$ cat src/rtl/imem_loader_if.sv
// Stream-in / instruction-memory-write bundle for imem_loader.
// The loader binds to the slave modport; the side feeding bytes binds to master.
interface imem_loader_if #(
  parameter int ADDR_W = 8
);
  logic              start;
  logic [7:0]        byte_in;
  logic              byte_valid;
  logic              byte_ready;
  logic              wr_en;
  logic [ADDR_W-1:0] wr_addr;
  logic [31:0]       wr_data;
  logic              busy;
  logic              cpu_hold;
  logic              done;
  logic              error;
  logic [ADDR_W:0]   word_count;

  modport master (
    output start, byte_in, byte_valid,
    input  byte_ready, wr_en, wr_addr, wr_data, busy, cpu_hold, done, error, word_count
  );

  modport slave (
    input  start, byte_in, byte_valid,
    output byte_ready, wr_en, wr_addr, wr_data, busy, cpu_hold, done, error, word_count
  );
endinterface

$ cat src/rtl/imem_loader.sv
// Instruction-memory loader: length-prefixed big-endian byte stream packed into
// 32-bit words written to consecutive addresses from 0, with the CPU held meanwhile.
module imem_loader #(
  parameter int ADDR_W = 8,
  parameter int DEPTH  = 256
) (
  input  logic         clk,
  input  logic         rst_n,
  imem_loader_if.slave bus
);

  localparam logic [31:0] DEPTH_U = 32'(DEPTH);

  typedef enum logic [2:0] {
    S_IDLE,
    S_LEN_HI,
    S_LEN_LO,
    S_DATA,
    S_WRITE,
    S_DONE
  } state_t;

  state_t            r_state;
  state_t            w_next;
  logic [15:0]       r_len;
  logic [ADDR_W-1:0] r_addr;
  logic [31:0]       r_word;
  logic [1:0]        r_idx;
  logic [ADDR_W:0]   r_word_count;
  logic              r_error;

  logic              w_byte_ready;
  logic              w_accept;
  logic              w_idle_start;
  logic              w_len_bad;
  logic              w_last_word;
  logic [15:0]       w_len;
  logic [ADDR_W:0]   w_count_inc;

  // Length bytes shift in MSB first, so LEN_LO completes the count combinationally.
  assign w_len        = {r_len[7:0], bus.byte_in};
  assign w_accept     = bus.byte_valid && w_byte_ready;
  assign w_idle_start = bus.start && (r_state == S_IDLE || r_state == S_DONE);
  assign w_len_bad    = 32'(w_len) > DEPTH_U;
  assign w_count_inc  = r_word_count + (ADDR_W + 1)'(1);
  assign w_last_word  = 32'(w_count_inc) == 32'(r_len);

  // NOTE: sequential state uses non-blocking assignments so every register
  // samples pre-edge values regardless of block ordering.
  always_ff @(posedge clk or negedge rst_n) begin
    if (!rst_n) r_state <= S_IDLE;
    else        r_state <= w_next;
  end

  // NOTE: defaults first, so no path through the case leaves a signal
  // unassigned and infers a latch.
  always_comb begin
    w_next       = r_state;
    w_byte_ready = 1'b0;
    unique case (r_state)
      S_IDLE, S_DONE: begin
        if (bus.start) w_next = S_LEN_HI;
      end
      S_LEN_HI: begin
        w_byte_ready = 1'b1;
        if (bus.byte_valid) w_next = S_LEN_LO;
      end
      S_LEN_LO: begin
        w_byte_ready = 1'b1;
        if (bus.byte_valid) w_next = (w_len == 16'd0 || w_len_bad) ? S_DONE : S_DATA;
      end
      S_DATA: begin
        w_byte_ready = 1'b1;
        if (bus.byte_valid && r_idx == 2'd3) w_next = S_WRITE;
      end
      S_WRITE: begin
        w_next = w_last_word ? S_DONE : S_DATA;
      end
      default: w_next = S_IDLE;
    endcase
  end

  always_ff @(posedge clk or negedge rst_n) begin
    if (!rst_n) begin
      r_len        <= '0;
      r_addr       <= '0;
      r_word       <= '0;
      r_idx        <= '0;
      r_word_count <= '0;
      r_error      <= 1'b0;
    end else begin
      if (w_idle_start) begin
        r_len        <= '0;
        r_addr       <= '0;
        r_idx        <= '0;
        r_word_count <= '0;
        r_error      <= 1'b0;
      end
      if ((r_state == S_LEN_HI || r_state == S_LEN_LO) && w_accept) r_len <= w_len;
      if (r_state == S_LEN_LO && w_accept && w_len_bad) r_error <= 1'b1;
      // r_idx wraps 3 -> 0 on its own, ready for the next word.
      if (r_state == S_DATA && w_accept) begin
        r_word <= {r_word[23:0], bus.byte_in};
        r_idx  <= r_idx + 2'd1;
      end
      if (r_state == S_WRITE) begin
        r_addr       <= r_addr + ADDR_W'(1);
        r_word_count <= w_count_inc;
      end
    end
  end

  assign bus.byte_ready = w_byte_ready;
  assign bus.wr_en      = (r_state == S_WRITE);
  assign bus.wr_addr    = r_addr;
  assign bus.wr_data    = r_word;
  assign bus.busy       = (r_state == S_LEN_HI) || (r_state == S_LEN_LO) ||
                          (r_state == S_DATA)   || (r_state == S_WRITE);
  assign bus.cpu_hold   = bus.busy;
  assign bus.done       = (r_state == S_DONE);
  assign bus.error      = r_error;
  assign bus.word_count = r_word_count;

endmodule

$ cat src/flat_wrapper.sv
// flat-port wrapper written by rule: the top's interface ports become plain ports
module imem_loader_flat 
#(
  parameter int ADDR_W = 8,
  parameter int DEPTH  = 256
)
  (clk, rst_n, bus_start, bus_byte_in, bus_byte_valid, bus_byte_ready, bus_wr_en, bus_wr_addr, bus_wr_data, bus_busy, bus_cpu_hold, bus_done, bus_error, bus_word_count);
  imem_loader_if #(.ADDR_W(ADDR_W)) bus_i ();
  input  logic clk;
  input  logic rst_n;
  input wire logic [$bits(bus_i.start)-1:0] bus_start;
  input wire logic [$bits(bus_i.byte_in)-1:0] bus_byte_in;
  input wire logic [$bits(bus_i.byte_valid)-1:0] bus_byte_valid;
  output wire logic [$bits(bus_i.byte_ready)-1:0] bus_byte_ready;
  output wire logic [$bits(bus_i.wr_en)-1:0] bus_wr_en;
  output wire logic [$bits(bus_i.wr_addr)-1:0] bus_wr_addr;
  output wire logic [$bits(bus_i.wr_data)-1:0] bus_wr_data;
  output wire logic [$bits(bus_i.busy)-1:0] bus_busy;
  output wire logic [$bits(bus_i.cpu_hold)-1:0] bus_cpu_hold;
  output wire logic [$bits(bus_i.done)-1:0] bus_done;
  output wire logic [$bits(bus_i.error)-1:0] bus_error;
  output wire logic [$bits(bus_i.word_count)-1:0] bus_word_count;
  assign bus_i.start = bus_start;
  assign bus_i.byte_in = bus_byte_in;
  assign bus_i.byte_valid = bus_byte_valid;
  assign bus_byte_ready = bus_i.byte_ready;
  assign bus_wr_en = bus_i.wr_en;
  assign bus_wr_addr = bus_i.wr_addr;
  assign bus_wr_data = bus_i.wr_data;
  assign bus_busy = bus_i.busy;
  assign bus_cpu_hold = bus_i.cpu_hold;
  assign bus_done = bus_i.done;
  assign bus_error = bus_i.error;
  assign bus_word_count = bus_i.word_count;
  imem_loader #(.ADDR_W(ADDR_W), .DEPTH(DEPTH)) u_core (.clk(clk), .rst_n(rst_n), .bus(bus_i));
endmodule
$ cat config.mk
export PLATFORM = sky130hd
export DESIGN_NAME = imem_loader_flat
export DESIGN_NICKNAME = d
export VERILOG_FILES = /design/src/rtl/imem_loader_if.sv /design/src/rtl/imem_loader.sv /design/src/flat_wrapper.sv
export SDC_FILE = /design/constraint.sdc
export NUM_CORES = 1
export LEC_CHECK = 0
export CAP_MARGIN = 15
export CORE_MARGIN = 4
export CORE_UTILIZATION = 46
export DETAILED_ROUTE_END_ITERATION = 7
export GPL_TIMING_DRIVEN = 0
export PLACE_DENSITY_LB_ADDON = 0.3
export SKIP_CTS_REPAIR_TIMING = 1
export SLEW_MARGIN = 15
export SYNTH_ARGS = -nofsm -noshare
export SYNTH_HDL_FRONTEND = slang
export SYNTH_SLANG_ARGS = --single-unit
$ cat constraint.sdc
create_clock -name clk -period 1.6 [get_ports clk]
set_input_delay 0.32 -clock clk [delete_from_list [all_inputs] [get_ports clk]]
set_output_delay 0.32 -clock clk [all_outputs]
set_load 0.02 [all_outputs]
==> qor.txt, run 1 <==
GP Congestion -> 0.855
max cap viols -> 0
worst setup margin -> -0.283 ns
Root Driver -> clkbuf_8
EDFF count, synth -> 0
Worst path most repeated cell -> nor4_4
family with the most delay on the worst path -> simple AND/OR/NAND/NOR gates
Total Routing Usage GR -> 18.7%
drc violations -> 0
DP Area -> 4200 sq um
CP Launch Type -> flip-flop
htree depth -> 3
reg2reg path depth -> 5
Crit. End Element -> flip-flop
CTS Buffer Depth -> 2
Std-Cell Rows -> 30
CP max-delay cell -> or4_4
Total Wirelength -> 10.1 mm
cell area after layout -> 5210 sq um
CTS clk-pin slew, worst paths -> 0.07 ns
IO Port Bufs -> 66
Crit Path Category -> reg2reg
dominant cells by area after synthesis -> dfrtp_1 (53%), mux2_2 (11%), o21ai_0 (4.4%), a22o_1 (3.9%), nand2_1 (2.4%)
Synth Net Count -> 320
via-per-instance ratio -> 5.81
Final Skew -> 0.0153 ns
worst path bufs/invs -> 0
number of distinct library cells after synthesis -> 48
most frequent cells in the layout -> dfrtp_1 (66), dlymetal6s2s_1 (56), buf_4 (22)
initial antenna violation count -> 0
ant diodes -> 0
# IOs -> 67
WHS Path Cells -> 2
ANT nets after route -> 0
RSZ-0062 raised after global routing -> yes
Least-Margin Pin Slew -> 0.479 ns
top_reg_cell synth -> dfrtp_1
largest net degree at the start of global routing -> 43
maximum vdd drop -> 1.40 mV
Num CTS Buffers -> 9
final hold violation count -> 0
CTS tree -> built
grt total ovfl -> 0
asr flop ratio synth -> 100%
WL/cell -> 19.7 um
Yosys top cell area share -> 52.6%
Hold Startpoint -> bus_byte_in[6]
setup violators final -> 48
Die X-Extent -> 93.7 um
post-route minimum period -> 1.88 ns
number of global-route vias before repair -> 2636
sequential-to-total area share from yosys stat -> 52.6%
commonest non-fill, non-tap cell in the layout -> dfrtp_1
Area Growth Syn to Fin -> 54.2%
flop2flop setup slack -> -0.28 ns
Syn Area/Cell -> 11.1 sq um
fmax -> 531 MHz
CP Cell Sequence -> or4_4, nor4_4, o2111ai_2, nor4_4, o211ai_1
PD cells -> 1940 nW/um^2
fin crit share -> 118%
first-pass GRT wire length -> 13.0 mm
Syn Inst Count -> 305
Vias -> 2984
Synth Register Bits -> 71
die area -> 8780 sq um
Num Clock Sinks -> 71
Nets -> 428
worst-path fanout max -> 2
slowest stage delay, CP -> 0.56 ns
r2r endpoint -> u_core.r_state[1]
largest area contributor in the synthesized netlist -> dfrtp_1
Slew Limit Fails -> 0
Initial Utilization -> 48.6%
Yosys warning count -> 0
Skew-Pair Late Insertion Delay -> 0.35 ns
Data arrival, critical path -> 2.09 ns
Core Region -> 6940 sq um
Leakage -> 2.98 nW
First DRT Iteration DRCs -> 235
Die H -> 93.7 um
share of cells above drive strength 1 -> 34.9%
Max-slew headroom -> 68.1%
Hold Path End -> u_core.r_len[6]
outcome -> finished with violations
Worst R2R Start -> u_core.r_len[14]
Detailed Place HPWL -> 5.61 mm
worst hold path type -> in2reg
critical path required time -> 1.80 ns
Final Power -> 0.0101 W
First-pass DRT Iterations -> 7
cell depth of the worst setup path -> 5
Mapped Area -> 3380 sq um
failing checks -> setup timing
## cell usage after synthesis, types with 4 or more instances
cell type	count
nor2_1	15
nand2_1	22
clkbuf_1	6
mux2_2	32
a31oi_1	5
a22o_1	15
xor2_1	6
nand3_1	7
and3_1	4
inv_1	5
nand4_1	4
a21oi_1	8
nor4_1	5
o31ai_1	7
buf_2	7
o21ai_0	30
dfrtp_1	71
nand2b_1	4
nor3_1	6
## registers in the layout, summed over array words and instances (netlist names)
signal                 cells
u_core.r_state             3
u_core.bus.wr_data        32
u_core.r_len              16
u_core.bus.word_count      9
u_core.bus.wr_addr         8
u_core.r_idx               2
u_core.bus.error           1
## worst reg2reg max path: stages (launching register included)
cell and delay, ns:
dfrtp_1 0.39, or4_4 0.56, nor4_4 0.26, o2111ai_2 0.17, nor4_4 0.22, o211ai_1 0.15
## power breakdown
part	total [W]	internal (W)	switching (W)
Sequential	0.00317	0.00249	0.000679
Combinational	0.00557	0.00293	0.00264
Clock	0.00134	0.000651	0.000692
Total	0.0101	0.00607	0.00401
## how the worst max path moves through the flow
| stage | start | endpoint | slack (ns) |
|---|---|---|---|
| after floorplan | u_core.r_len[10] | u_core.r_state[1] | -0.08 |
| after detailed placement | bus_start | u_core.bus.word_count[7] | -0.72 |
| after CTS | u_core.r_state[0] | bus_wr_en | -0.98 |
| after global placement | rst_n | u_core.bus.word_count[1] | -2.44 |
| final | u_core.r_len[14] | u_core.r_state[1] | -0.28 |
| after global routing | u_core.bus.word_count[2] | u_core.r_state[2] | -0.31 |
## per-layer routing
metal  global-route usage [%]  share of wire [%]  vias to the layer above
li1                         -                  -                     1347
met1                     25.4                 40                     1491
met2                     30.0                 52                      124
met3                     4.17                5.2                       22
met4                     5.66                1.9                        0
met5                        0                  0                        -
## layout make-up
class | instances | area (sq um)
clock inverter | 4 | 30.0
inverter | 5 | 23.8
buffer | 16 | 160
sequential | 71 | 1780
timing repair buffer | 99 | 1130
multi-input combinational | 211 | 1800
tap | 96 | 120
fill | 435 | 1740
clock buffer | 12 | 155
## logic make-up after synthesis
logic type,count (synthesis),synth area share [%]
and+or+nand+nor,85,13.3
muxes,33,11.0
DFF,71,52.6
adders and majority gates,3,1.11
buffers and inverters,23,3.70
AOI/OAI and AO/OA,81,15.9
xor gates and xnor gates,9,2.33
## stage by stage
stage	TNS, ns	hold slack [ns]	setup slack (ns)	instances	util (%)
floorplan	-0.151	0.0244	-0.0791	305	-
global placement	-195.99	0.464	-2.44	467	60.2
detailed placement	-41.31	0.271	-0.716	468	60.5
CTS	-26.38	-0.100	-0.981	484	63.2
global route	-7.10	0.301	-0.306	514	75.0
finish	-4.04	0.302	-0.283	514	75.0
Power figures use the tool's default switching activity.
==> inputs of run 2 (changes only) <==
CORE_UTILIZATION = 49   (was 46)
clock period = 2.35 ns   (was 1.6 ns; I/O delays follow)
==> run 2 against run 1 <==
Effect of this change:
- the flow now finishes without violations
- die area is 5.6% lower
- worst hold slack better by 0.18 ns
- total power is 43% lower
- global-route usage is 1.5 points higher
- final cell count is 9.3% lower
- critical endpoint is now bus_busy
- largest power group unchanged
==> qor.txt, run 2 (same netlist as run 1, synthesis figures left out) <==
outcome -> finished, final reports clean
Num Clock Sinks -> 71 (unchanged)
RSZ-0062 raised after global routing -> no
worst setup margin -> 0.0806 ns (+0.363 ns)
Die H -> 91.0 um (-2.8%)
Psw -> 0.00231 W (-43%)
fmax -> 441 MHz
Final Instance Count excl. Fillers -> 466 (-9.3%)
Total Routing Usage GR -> 20.2% (+1.5 points)
critical path required time -> 1.88 ns (+0.08 ns)
fill count -> 513 (+18%)
first-pass GRT wire length -> 13.5 mm (+3.7%)
Crit Path Category -> reg2out
commonest non-fill, non-tap cell in the layout -> dfrtp_1
Nets -> 399 (-6.8%)
CP Launch Type -> flip-flop
Std-Cell Rows -> 29 (-3.3%)
Core Region -> 6530 sq um (-5.9%)
Slew Limit Fails -> 0 (unchanged)
placed cell count -> 449 (-4.1%)
WL/cell -> 17.1 um (-13%)
post-route minimum period -> 2.27 ns
share of power burned in registers -> 36.2% (+4.8 points)
Vias -> 2692 (-9.8%)
share of cells above drive strength 1 -> 18.8% (-16 points)
via-per-instance ratio -> 5.78 (-0.49%)
Least-Margin Pin Slew -> 0.598 ns (+0.119 ns)
First DRT Iteration DRCs -> 124 (-47%)
Max-slew headroom -> 59.9% (-8.2 points)
initial antenna violation count -> 0 (unchanged)
max reg flops -> 32 (unchanged)
die area -> 8280 sq um (-5.6%)
fin crit share -> 96.6%
GP Congestion -> 0.900 (+5.2%)
Die X-Extent -> 91.0 um (-2.8%)
# IOs -> 67 (unchanged)
First-pass DRT Iterations -> 4 (-3)
CTS Buffer Depth -> 2 (unchanged)
PD cells -> 1320 nW/um^2 (-32%)
final hold violation count -> 0 (unchanged)
htree depth -> 3 (unchanged)
number of global-route vias before repair -> 2762 (+4.8%)
grt total ovfl -> 0 (unchanged)
dpl ws -> -0.163 ns (+0.553 ns)
most frequent cells in the layout -> dfrtp_1 (70), clkdlybuf4s50_1 (63), mux2_2 (32)
Area Growth Syn to Fin -> 29.3%
drc violations -> 0 (unchanged)
Root Driver -> clkbuf_8
setup violators final -> 0 (-100%)
maximum vdd drop -> 0.785 mV (-44%)
Util after Layout -> 66.9% (-8.1 points)
sw frac -> 40.0% (+0.17 points)
Num CTS Buffers -> 9 (unchanged)
CTS clk-pin slew, worst paths -> 0.08 ns (about the same)
CTS tree -> built
clock network power share -> 15.4% (+2.1 points)
max cap viols -> 0 (unchanged)
Final Skew -> 0.0114 ns (-0.00392 ns)
Final Power -> 0.00577 W (-43%)
ant diodes -> 0 (unchanged)
IO Port Bufs -> 66 (unchanged)
Crit. End Element -> output pin
cell-internal power -> 0.00346 W (-43%)
Leakage -> 1.90 nW (-36%)
worst-path fanout max -> 5 (+3)
Skew-Pair Late Insertion Delay -> 0.35 ns (about the same)
Initial Utilization -> 51.7% (+3.1 points)
Logic pwr share -> 48.4% (-6.9 points)
Detailed Place HPWL -> 5.70 mm (+1.5%)
worst hold path type -> reg2reg
Data arrival, critical path -> 1.80 ns (-0.29 ns)
largest net degree at the start of global routing -> 52 (+21%)
ANT nets after route -> 0 (unchanged)
Total Wirelength -> 7.97 mm (-21%)
## run 2: cell count changes in the layout (fill, tap and decap cells not counted), moves of 6 or more
cell	delta
clkdlybuf4s50_1	+59
dlymetal6s2s_1	-54
mux2_2	+21
mux2_4	-21
buf_4	-19
buf_6	-17
o21ai_0	+17
o21ai_1	-10
o21ai_2	-7
buf_2	+6
## run 2: path summary, 6_finish.rpt
check	from	end	slack (ns)	cells past startpoint
min in group asynchronous	rst_n	u_core.bus.wr_data[29]	0.56	2
worst max-delay path	u_core.r_state[1]	bus_busy	0.08	3
worst min register to register	u_core.bus.error	u_core.bus.error	0.49	2
worst min-delay path	u_core.bus.error	u_core.bus.error	0.49	2
max in group asynchronous	rst_n	u_core.r_state[0]	1.24	3
worst max register to register	u_core.bus.word_count[0]	u_core.r_state[1]	0.18	7
## run 2: power by group through the flow
stage,clock [W],sequential [W],combinational [W]
after floorplan,0,0.00241,0.00133
after global placement,0,0.00208,0.00270
after detailed placement,0,0.00210,0.00278
after CTS,0.000910,0.00208,0.00280
after global routing,0.000965,0.00216,0.00301
final,0.000887,0.00209,0.00279
## run 2: layer usage
metal	wire [um]	vias to the layer above	part of all wire (%)	GRT usage, %
met5	0	-	0	0
met4	161	0	2.0	8.54
met3	322	17	4.0	4.05
met2	3940	71	49	33.5
met1	3550	1314	45	25.9
li1	-	1290	-	-
## run 2: layout make-up
cell class | instances | area, sq um | share of cell area (%)
Multi-Input combinational cell | 211 | 1490 | 34.1
Buffer | 18 | 106 | 2.44
Inverter | 5 | 18.8 | 0.430
Tap cell | 77 | 96.3 | 2.21
Clock buffer | 9 | 124 | 2.84
Timing Repair Buffer | 68 | 701 | 16.0
Clock inverter | 7 | 53.8 | 1.23
Sequential cell | 71 | 1780 | 40.7
## run 2: critical path, cell delays in order (launching register included)
cell,delay (ns)
dfrtp_1,0.46
nor2_2,0.21
xnor2_1,0.16
clkdlybuf4s50_1,0.63
## run 2: metrics by stage
step / hold WS, ns / setup TNS [ns] / instance area [sq um]
3_3_place_gp: 0.462 / -110.70 / 4130
6_report: 0.486 / 0 / 4370
5_1_grt: 0.517 / 0 / 4370
4_1_cts: -0.00307 / -0.452 / 4340
3_5_place_dp: 0.380 / -3.61 / 4160
2_1_floorplan: 0.174 / 0 / 3380
